$ cat src/rtl/pc_debug_tracker.sv
// Shadow PC pipeline (D/E/M/W) producing the writeback commit trace of the 5-stage core.
// Optional retire counter enabled by defining PC_TRACE_RETIRE_CNT_EN.
module pc_debug_tracker #(
    parameter int PC_W = 32
) (
    input  logic            i_clk,
    input  logic            i_reset,
    input  logic [PC_W-1:0] i_if_pc,
    input  logic            i_if_vld,
    input  logic            i_hold_id,
    input  logic            i_flush,
    input  logic            i_illegal_id,
    output logic [PC_W-1:0] o_pc_debug,
    output logic            o_insn_vld,
    output logic [31:0]     o_retire_cnt
);

    typedef struct packed {
        logic [PC_W-1:0] pc;
        logic            vld;
        logic            ill;
    } entry_t;

    localparam entry_t BUBBLE = '{pc: {PC_W{1'b0}}, vld: 1'b0, ill: 1'b0};

    entry_t          d_q, d_d;
    entry_t          e_q, e_d;
    entry_t          m_q, m_d;
    entry_t          w_q, w_d;
    logic [PC_W-1:0] pc_debug_q, pc_debug_d;
    logic            insn_vld_q, insn_vld_d;

    // Stage advance: flush beats hold; the entry already in EX always moves on to M.
    always_comb begin
        d_d        = d_q;
        e_d        = BUBBLE;
        m_d        = e_q;
        w_d        = m_q;
        pc_debug_d = w_q.pc;
        insn_vld_d = w_q.vld & ~w_q.ill;

        if (i_flush) begin
            d_d = BUBBLE;
        end else if (i_hold_id) begin
            d_d = d_q;
        end else begin
            d_d.pc  = i_if_vld ? i_if_pc : {PC_W{1'b0}};
            d_d.vld = i_if_vld;
            d_d.ill = 1'b0;
        end

        if (i_flush || i_hold_id) begin
            e_d = BUBBLE;
        end else begin
            e_d.pc  = d_q.pc;
            e_d.vld = d_q.vld;
            e_d.ill = d_q.vld & i_illegal_id;
        end
    end

    // Stage and output registers.
    always_ff @(posedge i_clk) begin
        if (i_reset) begin
            d_q        <= BUBBLE;
            e_q        <= BUBBLE;
            m_q        <= BUBBLE;
            w_q        <= BUBBLE;
            pc_debug_q <= {PC_W{1'b0}};
            insn_vld_q <= 1'b0;
        end else begin
            d_q        <= d_d;
            e_q        <= e_d;
            m_q        <= m_d;
            w_q        <= w_d;
            pc_debug_q <= pc_debug_d;
            insn_vld_q <= insn_vld_d;
        end
    end

    assign o_pc_debug = pc_debug_q;
    assign o_insn_vld = insn_vld_q;

`ifdef PC_TRACE_RETIRE_CNT_EN
    logic [31:0] retire_cnt_q, retire_cnt_d;

    // Keyed on the next o_insn_vld so the count moves on the same edge as the retirement.
    always_comb begin
        retire_cnt_d = retire_cnt_q;
        if (insn_vld_d) begin
            retire_cnt_d = retire_cnt_q + 32'd1;
        end else begin
            retire_cnt_d = retire_cnt_q;
        end
    end

    // Retire counter register.
    always_ff @(posedge i_clk) begin
        if (i_reset) begin
            retire_cnt_q <= 32'd0;
        end else begin
            retire_cnt_q <= retire_cnt_d;
        end
    end

    assign o_retire_cnt = retire_cnt_q;
`else
    assign o_retire_cnt = 32'd0;
`endif

endmodule

$ cat config.mk
export PLATFORM = sky130hd
export DESIGN_NAME = pc_debug_tracker
export DESIGN_NICKNAME = d
export VERILOG_FILES = /design/src/rtl/pc_debug_tracker.sv
export SDC_FILE = /design/constraint.sdc
export NUM_CORES = 1
export LEC_CHECK = 0
export CAP_MARGIN = 30
export CORE_ASPECT_RATIO = 1.1
export CORE_UTILIZATION = 43
export DETAILED_ROUTE_END_ITERATION = 7
export PLACE_DENSITY = 0.68
export SYNTH_ARGS = -nofsm -noshare
export SYNTH_HDL_FRONTEND = slang
export SYNTH_SLANG_ARGS = --single-unit
$ cat constraint.sdc
create_clock -name i_clk -period 1.7 [get_ports i_clk]
set_clock_uncertainty 0.05 [all_clocks]
set_input_delay 0.17 -clock i_clk [delete_from_list [all_inputs] [get_ports i_clk]]
set_output_delay 0.17 -clock i_clk [all_outputs]
set_load 0.02 [all_outputs]
==> metrics.md <==
| Metric | Value |
|---|---|
| Run status | finished, final reports clean |
| Number of storage elements in the synthesis netlist | 168 |
| Clock-pin transition on the worst setup and hold timing paths | 0.06 ns |
| Clock buffers created by TritonCTS | 17 |
| Category of the worst setup path launch point | register |
| Most frequent cells in the layout | 168 x dfxtp_1, 100 x nor2b_1, 68 x clkdlybuf4s50_1 |
| Areal power density over the cells | 1240 nW/µm² |
| Area share of the leading cell type in the synthesized netlist | 63.5% |
| Distinct cell type count of the synthesized netlist | 19 |
| Aggregate global-route resource usage | 11.9% |
| Initial standard-cell utilization of the core | 44.0% |
| Hold-fix buffer count after cts | 0 |
| Growth of design area from synthesis to finish | 23.6% |
| Type of destination of the critical path | output pin |
| Routed vias | 2783 |
| Final hold violation count | 0 |
| Number of synthesized flops with an enable pin | 0 |
| Worst path arrival time | 1.33 ns |
| Die extent in y | 118 µm |
| Hold crit path type | in -> reg |
| Register share of total power | 48.9% |
| Transition time at the pin with the least slew margin | 0.914 ns |
| Number of I/O port buffers | 70 |
| Deepest clock path buffer count | 2 |
| Total congestion overflow after global routing | 0 |
| Total wirelength of the detailed-routed design | 6830 µm |
| Warnings from Yosys | 0 |
| Core area | 12000 µm² |
| Post-detail-place hpwl | 4350 µm |
| Int Power | 0.00657 W |
| Worst-path maximum fanout | 1 |
| Standard-cell row count | 42 |
| Leakage power figure | 2.47 nW |
| Placement Cell Area | 5930 µm² |
| Via/cell ratio | 4.01 |
| Clock Tree Root | clkbuf_16 |
| Most common cell after layout, fill and taps aside | dfxtp_1 |
| Combinational group share of total power | 3.8% |
| Final weighted congestion in routability-driven placement | 0.712 |
| Worst path cell trace | clkdlybuf4s50_1 |
| Mapped Area | 5290 µm² |
| Sw Ratio | 19.2% |
| Mean instance size in the synthesized netlist | 11.4 µm² |
| Total setup violations reported at the end of the flow | 0 |
| Max-Cap Viols | 0 |
| Routed wirelength normalized by instance count | 9.84 µm |
| VDD IR max | 0.576 mV |
| Number of buffers and inverters on the critical path | 1 |
| Width of the die | 108 µm |
| Cells taking the most area after synthesis | dfxtp_1 64%, nor2b_1 12%, buf_4 5.0% |
| Number of setup buffers added after CTS | 0 |
| Clock sink count | 168 |
| Portion of the clock cycle consumed by the worst path in the final layout | 91.4% |
| Diode count | 0 |
| Final Core Density | 54.4% |
| DIE AREA | 12800 µm² |
| Number of resized instances in the post-cts repair step | 0 |
| Highest cell delay on the worst timing path | 0.60 ns |
| Antenna-violating nets left | 0 |
| Crit path max-delay cell type | clkdlybuf4s50_1 |
| DRT Pass-1 Iters | 4 |
| Fraction of registers with async set/reset | 0% |
| Clock network fraction of design power | 47.4% |
| TritonCTS clock tree | done |
| Share of post-route cells with drive strength above 1 | 12.6% |
| Global-route wire length before repair | 11800 µm |
| Final worst path period need | 1.55 ns |
| Maximum operating frequency | 0.644 GHz |
| Vias in the first global route | 2666 |
| Max-Slew Margin vs Limit | 39.1% |
| Synth area leader | dfxtp_1 |
| Worst-Skew Late Latency | 0.40 ns |
| Slew Viols, Final | 0 |
| Sequential fraction of the synthesis area | 63.5% |
| Initial antenna violation count | 0 |
| Initial detailed-routing violation count | 92 |
| Kind of cell adding the most delay to the critical path | buffers and inverters |
| Top FF cell, synth | dfxtp_1 |
| Required time at the worst-slack endpoint | 1.48 ns |
| Post-Synthesis Cells | 465 |
| Remaining design rule violation count | 0 |
| Type of the worst setup path | reg -> out |
| Post-route cell area | 6540 µm² |
| Switching power of the nets | 0.00156 W |
| Count of boundary I/O pins | 103 |
| Sum of negative setup slack | 0 ns |
| Nets@finish | 566 |
| RSZ-0062 raised after global routing | no |
| H-Tree Level Count | 4 |
| Pin count of the biggest net entering global routing | 102 |
## power groups by stage
| stage | Combinational, W | Sequential, W | Clock (W) |
|---|---|---|---|
| 2_1_floorplan | 0.000269 | 0.00405 | 0 |
| 3_3_place_gp | 0.000301 | 0.00405 | 0 |
| 5_1_grt | 0.000335 | 0.00397 | 0.00412 |
| 3_5_place_dp | 0.000308 | 0.00405 | 0 |
| 4_1_cts | 0.000309 | 0.00397 | 0.00394 |
| 6_report | 0.000306 | 0.00397 | 0.00385 |
## Yosys cell counts, drive strengths merged, types with 8 or more instances
master	n
a21oi	32
and2	33
buf	53
clkbuf	8
dfxtp	168
nand2	32
nand3b	32
nor2b	100
## per-layer routing
layer | part of all wire, % | GRT usage [%] | vias to the layer above
met5 | 0 | 0 | -
li1 | - | - | 1508
met2 | 44 | 17.6 | 83
met1 | 50 | 15.0 | 1186
met3 | 4.9 | 4.30 | 6
met4 | 1.4 | 6.42 | 0
## state kept, by name (all words and copies together) (netlist names)
name,count
e_q,34
m_q,34
d_q,33
o_pc_debug,32
pc_debug_d,32
w_q,2
o_insn_vld,1
## stage by stage
stage                     hold WS (ns)  setup WS, ns  power [W]  std cells
after floorplan                  0.273         0.797    0.00432        496
after global placement           0.328        0.0500    0.00436        663
after detailed placement         0.333        0.0280    0.00436        663
after CTS                        0.139        0.0999    0.00822        694
after global routing             0.176        0.0898    0.00842        694
final                            0.158         0.147    0.00812        694
## final timing paths
kind | slack [ns] | depth (start not counted) | start | endpoint
setup / recovery | 0.15 | 1 | o_insn_vld | o_insn_vld
hold / removal | 0.16 | 3 | i_reset | e_q[29]
setup reg to reg | 1.02 | 2 | d_q[1] | d_q[1]
hold reg to reg | 0.34 | 1 | w_q[0] | o_insn_vld
## layout make-up
type	instances	area, µm²
well taps	154	193
clock inverters	8	118
clock buffers	23	498
fillers	1063	5490
repair buffers	74	736
multi-input cells	267	1630
flip-flops and latches	168	3360
## logic make-up after synthesis
group | synth area share (%)
flops | 63.5
compound gates | 5.08
mux | 0.189
other cells | 0.0709
simple gates | 23.3
buf+inv | 7.78
No activity file was read; power rests on OpenSTA's default activity.
